$ cat src/rtl/vga_capture.sv
// Frame grabber: registers a DE-qualified 12-bit video stream and writes each active
// frame into a linear frame buffer, checking line length and line count per frame.
module vga_capture #(
    parameter int H_ACTIVE = 640,
    parameter int V_ACTIVE = 480,
    parameter int ADDR_W   = 19,
    parameter int SYNC_POL = 0
) (
    input  logic              sys_clk,
    input  logic              sys_rst,
    input  logic              vid_hsync,
    input  logic              vid_vsync,
    input  logic              vid_de,
    input  logic [11:0]       vid_rgb,
    input  logic              cap_start,
    input  logic              cap_cont,
    input  logic              cap_stop,
    output logic              wr_en,
    output logic [ADDR_W-1:0] wr_addr,
    output logic [11:0]       wr_data,
    output logic              busy,
    output logic              frame_done,
    output logic              err_size,
    output logic [7:0]        frame_cnt
);

    localparam int CNT_W = 16;
    localparam logic SYNC_LVL = (SYNC_POL != 0);
    localparam logic [CNT_W-1:0] H_CNT = CNT_W'(H_ACTIVE);
    localparam logic [CNT_W-1:0] V_CNT = CNT_W'(V_ACTIVE);
    // One extra address bit so the counter can sit one past the last pixel without wrapping.
    localparam logic [ADDR_W:0] LAST_ADDR = (ADDR_W + 1)'(H_ACTIVE * V_ACTIVE - 1);

    typedef enum logic [1:0] {
        IDLE,
        ARM,
        CAPTURE
    } state_t;

    state_t             state_q, state_d;
    logic               cont_q, cont_d;
    logic               hs_q, hs_d;
    logic               vs_q, vs_d;
    logic               de_q, de_d;
    logic [11:0]        rgb_q, rgb_d;
    logic               vs_d1_q, vs_d1_d;
    logic               de_d1_q, de_d1_d;
    logic [CNT_W-1:0]   pix_cnt_q, pix_cnt_d;
    logic [CNT_W-1:0]   line_cnt_q, line_cnt_d;
    logic [ADDR_W:0]    addr_cnt_q, addr_cnt_d;
    logic               frame_err_q, frame_err_d;
    logic               wr_en_q, wr_en_d;
    logic [ADDR_W-1:0]  wr_addr_q, wr_addr_d;
    logic [11:0]        wr_data_q, wr_data_d;
    logic               frame_done_q, frame_done_d;
    logic               err_q, err_d;
    logic [7:0]         frame_cnt_q, frame_cnt_d;

    logic vs_edge;
    logic de_fall;
    logic hs_active;

    assign vs_edge   = (vs_q == SYNC_LVL) && (vs_d1_q != SYNC_LVL);
    assign de_fall   = de_d1_q && !de_q;
    assign hs_active = (hs_q == SYNC_LVL);

    always_ff @(posedge sys_clk) begin
        if (sys_rst) begin
            state_q      <= IDLE;
            cont_q       <= 1'b0;
            hs_q         <= 1'b0;
            vs_q         <= 1'b0;
            de_q         <= 1'b0;
            rgb_q        <= '0;
            vs_d1_q      <= 1'b0;
            de_d1_q      <= 1'b0;
            pix_cnt_q    <= '0;
            line_cnt_q   <= '0;
            addr_cnt_q   <= '0;
            frame_err_q  <= 1'b0;
            wr_en_q      <= 1'b0;
            wr_addr_q    <= '0;
            wr_data_q    <= '0;
            frame_done_q <= 1'b0;
            err_q        <= 1'b0;
            frame_cnt_q  <= '0;
        end else begin
            state_q      <= state_d;
            cont_q       <= cont_d;
            hs_q         <= hs_d;
            vs_q         <= vs_d;
            de_q         <= de_d;
            rgb_q        <= rgb_d;
            vs_d1_q      <= vs_d1_d;
            de_d1_q      <= de_d1_d;
            pix_cnt_q    <= pix_cnt_d;
            line_cnt_q   <= line_cnt_d;
            addr_cnt_q   <= addr_cnt_d;
            frame_err_q  <= frame_err_d;
            wr_en_q      <= wr_en_d;
            wr_addr_q    <= wr_addr_d;
            wr_data_q    <= wr_data_d;
            frame_done_q <= frame_done_d;
            err_q        <= err_d;
            frame_cnt_q  <= frame_cnt_d;
        end
    end

    always_comb begin
        state_d      = state_q;
        cont_d       = cont_q;
        hs_d         = vid_hsync;
        vs_d         = vid_vsync;
        de_d         = vid_de;
        rgb_d        = vid_rgb;
        vs_d1_d      = vs_q;
        de_d1_d      = de_q;
        pix_cnt_d    = pix_cnt_q;
        line_cnt_d   = line_cnt_q;
        addr_cnt_d   = addr_cnt_q;
        frame_err_d  = frame_err_q;
        wr_en_d      = 1'b0;
        wr_addr_d    = wr_addr_q;
        wr_data_d    = wr_data_q;
        frame_done_d = 1'b0;
        err_d        = err_q;
        frame_cnt_d  = frame_cnt_q;

        case (state_q)
            IDLE: begin
                if (cap_start && !cap_stop) begin
                    state_d = ARM;
                    cont_d  = cap_cont;
                    err_d   = 1'b0;
                end
            end

            ARM: begin
                if (cap_stop) begin
                    state_d = IDLE;
                end else if (vs_edge) begin
                    state_d     = CAPTURE;
                    pix_cnt_d   = '0;
                    line_cnt_d  = '0;
                    addr_cnt_d  = '0;
                    wr_addr_d   = '0;
                    frame_err_d = 1'b0;
                end
            end

            CAPTURE: begin
                if (cap_stop) begin
                    state_d = IDLE;
                end else if (vs_edge) begin
                    // The vsync edge closes the frame just captured and opens the next one.
                    if (line_cnt_q == V_CNT && !frame_err_q) begin
                        frame_done_d = 1'b1;
                        frame_cnt_d  = frame_cnt_q + 1'b1;
                    end else begin
                        err_d = 1'b1;
                    end
                    state_d     = cont_q ? CAPTURE : IDLE;
                    pix_cnt_d   = '0;
                    line_cnt_d  = '0;
                    addr_cnt_d  = '0;
                    wr_addr_d   = '0;
                    frame_err_d = 1'b0;
                end else begin
                    if (de_q) begin
                        if (pix_cnt_q != '1) begin
                            pix_cnt_d = pix_cnt_q + 1'b1;
                        end
                        if (hs_active) begin
                            err_d       = 1'b1;
                            frame_err_d = 1'b1;
                        end
                        if (addr_cnt_q > LAST_ADDR) begin
                            err_d       = 1'b1;
                            frame_err_d = 1'b1;
                        end else begin
                            wr_en_d    = 1'b1;
                            wr_addr_d  = addr_cnt_q[ADDR_W-1:0];
                            wr_data_d  = rgb_q;
                            addr_cnt_d = addr_cnt_q + 1'b1;
                        end
                    end
                    if (de_fall) begin
                        if (pix_cnt_q != H_CNT) begin
                            err_d       = 1'b1;
                            frame_err_d = 1'b1;
                        end
                        if (line_cnt_q != '1) begin
                            line_cnt_d = line_cnt_q + 1'b1;
                        end
                        pix_cnt_d = '0;
                    end
                end
            end

            default: begin
                state_d = IDLE;
            end
        endcase
    end

    assign wr_en      = wr_en_q;
    assign wr_addr    = wr_addr_q;
    assign wr_data    = wr_data_q;
    assign busy       = (state_q != IDLE);
    assign frame_done = frame_done_q;
    assign err_size   = err_q;
    assign frame_cnt  = frame_cnt_q;

endmodule

$ cat config.mk
export PLATFORM = sky130hd
export DESIGN_NAME = vga_capture
export DESIGN_NICKNAME = d
export VERILOG_FILES = /design/src/rtl/vga_capture.sv
export SDC_FILE = /design/constraint.sdc
export NUM_CORES = 1
export LEC_CHECK = 0
export CORE_UTILIZATION = 55
export DETAILED_ROUTE_END_ITERATION = 8
export GPL_TIMING_DRIVEN = 1
export PLACE_DENSITY = 0.85
export SETUP_SLACK_MARGIN = 0.05
export SYNTH_ARGS = -nofsm -noshare
export SYNTH_HDL_FRONTEND = slang
export SYNTH_SLANG_ARGS = --single-unit
$ cat constraint.sdc
create_clock -name sys_clk -period 2.7 [get_ports sys_clk]
set_input_delay 0.405 -clock sys_clk [delete_from_list [all_inputs] [get_ports sys_clk]]
set_output_delay 0.405 -clock sys_clk [all_outputs]
set_load 0.01 [all_outputs]
==> results.toml <==
[route]
antenna_left = 0
firstDrtPassIters = 7
vias = 4723
via_per_inst = 6.31
post_drt_wl_per_cell_um = 16.7
drt-total-wl_mm = 12.5
first_iter_violations = 354
drc = 8

[logic_synthesis]
avgSynthCellArea_um2 = 8.94
synthArstFlopShare = 0
synthesis.nets = 591
synth_top_area_share = 0.456
ys.flop_type = "dfxtp_1"
synth_seq_cells = 115
yosys-top-cells-area = "dfxtp_1 46%, a21oi_1 5.7%, nand2_1 4.4%"
synth_enable_flop_cells = 0
synth_cells = 565
yosysWarnings = 0
synth_largest_area_cell = "dfxtp_1"
synth_cell_types = 65
ys_seq_area_frac = 0.456
synth_area_mm2 = 0.00505

[global_route]
grt_pass1_wl_mm = 21.0
antenna_found_initial = 0
grt_overflow = 0
grt_pass1_vias = 4448
grt_usage = 0.273
grt_start_max_net_pins = 70

[cts]
cts_buffer_depth = 2
cts-resized-gates = 0
hold_buffers = 0
cts_setup_buffers = 0
htreeDepth = 4
clock_latency_ps = 520
cts_tree = "done"
cts-root-buf = "clkbuf_8"
cts_sinks = 115
cts_buffers = 17
clkTransAtPathRegs_ps = 60

[worst_setup_path]
path_delay_family = "compound AO/OA/AOI/OAI gates"
cpPeakStageDelay_ps = 850
end_kind = "register"
worst-path-buf-inv = 1
crit_chain = "and4_1 -> nand3_1 -> o311ai_1 -> buf_4 -> nor4_1 -> o21a_1"
critPathKind = "reg2reg"
crit_fanout = 13
critPathLaunchType = "register"
worstPathRequired_ps = 3110
cp.arrival_ps = 2910
cp_slowest_cell = "o311ai_1"

[finish]
syn_to_final_growth_pct = 25.2
diodes = 0
drive_above_1_share = 0.101
design_area_mm2 = 0.00633
final_common_cell = "dfxtp_1"
fin_nets = 654
layout_common_cells = "115 x dfxtp_1, 61 x clkdlybuf4s50_1, 59 x nand2_1, 58 x a21oi_1"

[timing]
setup_viol = 0
slew_headroom = 0.387
tightest_slew_ps = 905
layout_worst_path_cycle_share = 0.925
min_period_ps = 2500
hold_viol_final = 0
rsz0062_at_grt = "false"
fmax_ghz = 0.401
timing.hold.ws_ps = 330
slew_violations = 0
finalClockSkew_ps = 10.7
fin_tns_setup_ps = 0

[place]
place_congestion = 0.904
dp_hpwl_mm = 8.08
placement.cell_area_mm2 = 0.00574
place.port_buffers = 62

[floorplan]
start_util = 0.574
die_x_um = 97.9
rows = 34
placeableCoreArea_mm2 = 0.00881
io_pins = 63
die-area_mm2 = 0.00958
fp.dieH_um = 97.9

[power]
leakage_uw = 0.00216
power_density_mw_per_mm2 = 635
power_uw = 4020
ir_drop_mv = 0.510

[outcome]
status = "complete, but fails checks"
violations = "DRC"

[hold_path]
hp-class = "in2reg"

[flow_run]
cap_violations = 0
[worst register-to-register path, delay by kind of cell, from the launching register on]
family	cells	cell delay, ps
DFF	1	420
and+or+nand+nor	3	630
AOI/OAI and AO/OA	2	1020
buffers and inverters	1	320
[layer usage]
metal  GRT usage  vias up  routed length [µm]
met4       0.119        0                 220
met3      0.0744       21                 904
met1       0.343     2258                5330
met2       0.438      201                6040
met5           0        -                   0
li1            -     2243                   -
[cells in the mapped netlist, types with 2 or more instances]
| cell | number |
|---|---|
| clkbuf_1 | 18 |
| or3_1 | 15 |
| or2_2 | 3 |
| a31oi_1 | 5 |
| a211oi_1 | 6 |
| dfxtp_1 | 115 |
| o21ai_0 | 18 |
| a41oi_1 | 5 |
| nor2b_1 | 23 |
| ha_1 | 6 |
| nand3_1 | 22 |
| and3_1 | 10 |
| o21bai_1 | 2 |
| o31ai_1 | 13 |
| or4_4 | 2 |
| o2111ai_1 | 2 |
| a311oi_1 | 8 |
| nor4b_1 | 3 |
| buf_2 | 6 |
| o211a_1 | 3 |
| nand4b_1 | 2 |
| buf_4 | 4 |
| nor2_1 | 23 |
| nor3_1 | 8 |
| inv_1 | 17 |
| a22o_1 | 19 |
| nand2_1 | 59 |
| o21ai_1 | 2 |
| or4_1 | 13 |
| mux2i_1 | 2 |
| nor3b_1 | 2 |
| nor4_1 | 3 |
| nand2b_1 | 5 |
| and4_1 | 5 |
| nand4_1 | 17 |
| and2_1 | 3 |
| o21a_1 | 3 |
| buf_6 | 3 |
| xnor2_1 | 4 |
| mux2_1 | 4 |
| a21oi_1 | 58 |
[registers in the layout, indices dropped and copies added (netlist names), 2 cells and up]
name / flops
wr_addr: 19
pix_cnt_q: 16
addr_cnt_q: 20
line_cnt_q: 16
state_q: 2
frame_cnt: 8
rgb_q: 12
wr_data: 12
[path summary, 6_finish.rpt]
path                     start             to  slack (ps)  cells past startpoint
setup / recovery  pix_cnt_q[7]  pix_cnt_q[15]         200                      6
hold / removal         sys_rst    frame_err_q         330                      4
setup reg to reg  pix_cnt_q[7]  pix_cnt_q[15]         200                      6
hold reg to reg       rgb_q[4]     wr_data[4]         440                      2
[final cells by class]
cell class / count / area [µm²]
Clock buffer: 17 / 414
Clock inverter: 15 / 169
Fill cell: 612 / 2480
Inverter: 17 / 63.8
Multi-Input combinational cell: 401 / 2520
Sequential cell: 115 / 2300
Tap cell: 108 / 135
Timing Repair Buffer: 76 / 721
[cell families after synthesis]
logic type,Yosys count,synth area share
and+or+nand+nor,229,0.257
xor gates and xnor gates,4,0.00693
adders and majority gates,6,0.0149
AOI/OAI and AO/OA,155,0.205
DFF,115,0.456
muxes,7,0.0151
buffers and inverters,49,0.0456
[power breakdown]
| group | internal, µW | leakage [µW] | switching, µW |
|---|---|---|---|
| clock network | 1330 | 0.000284 | 858 |
| registers | 1710 | 0.000931 | 8.62 |
| logic | 47.2 | 0.000947 | 58.0 |
| total | 3090 | 0.00216 | 924 |
[through the flow]
stage	util	std cells	worst slack (ps)
final	0.718	749	204
after global placement	0.652	717	418
after global routing	0.718	749	72.5
after CTS	0.718	749	281
after floorplan	-	565	754
after detailed placement	0.652	717	303
(Power assumes the default switching activity.)
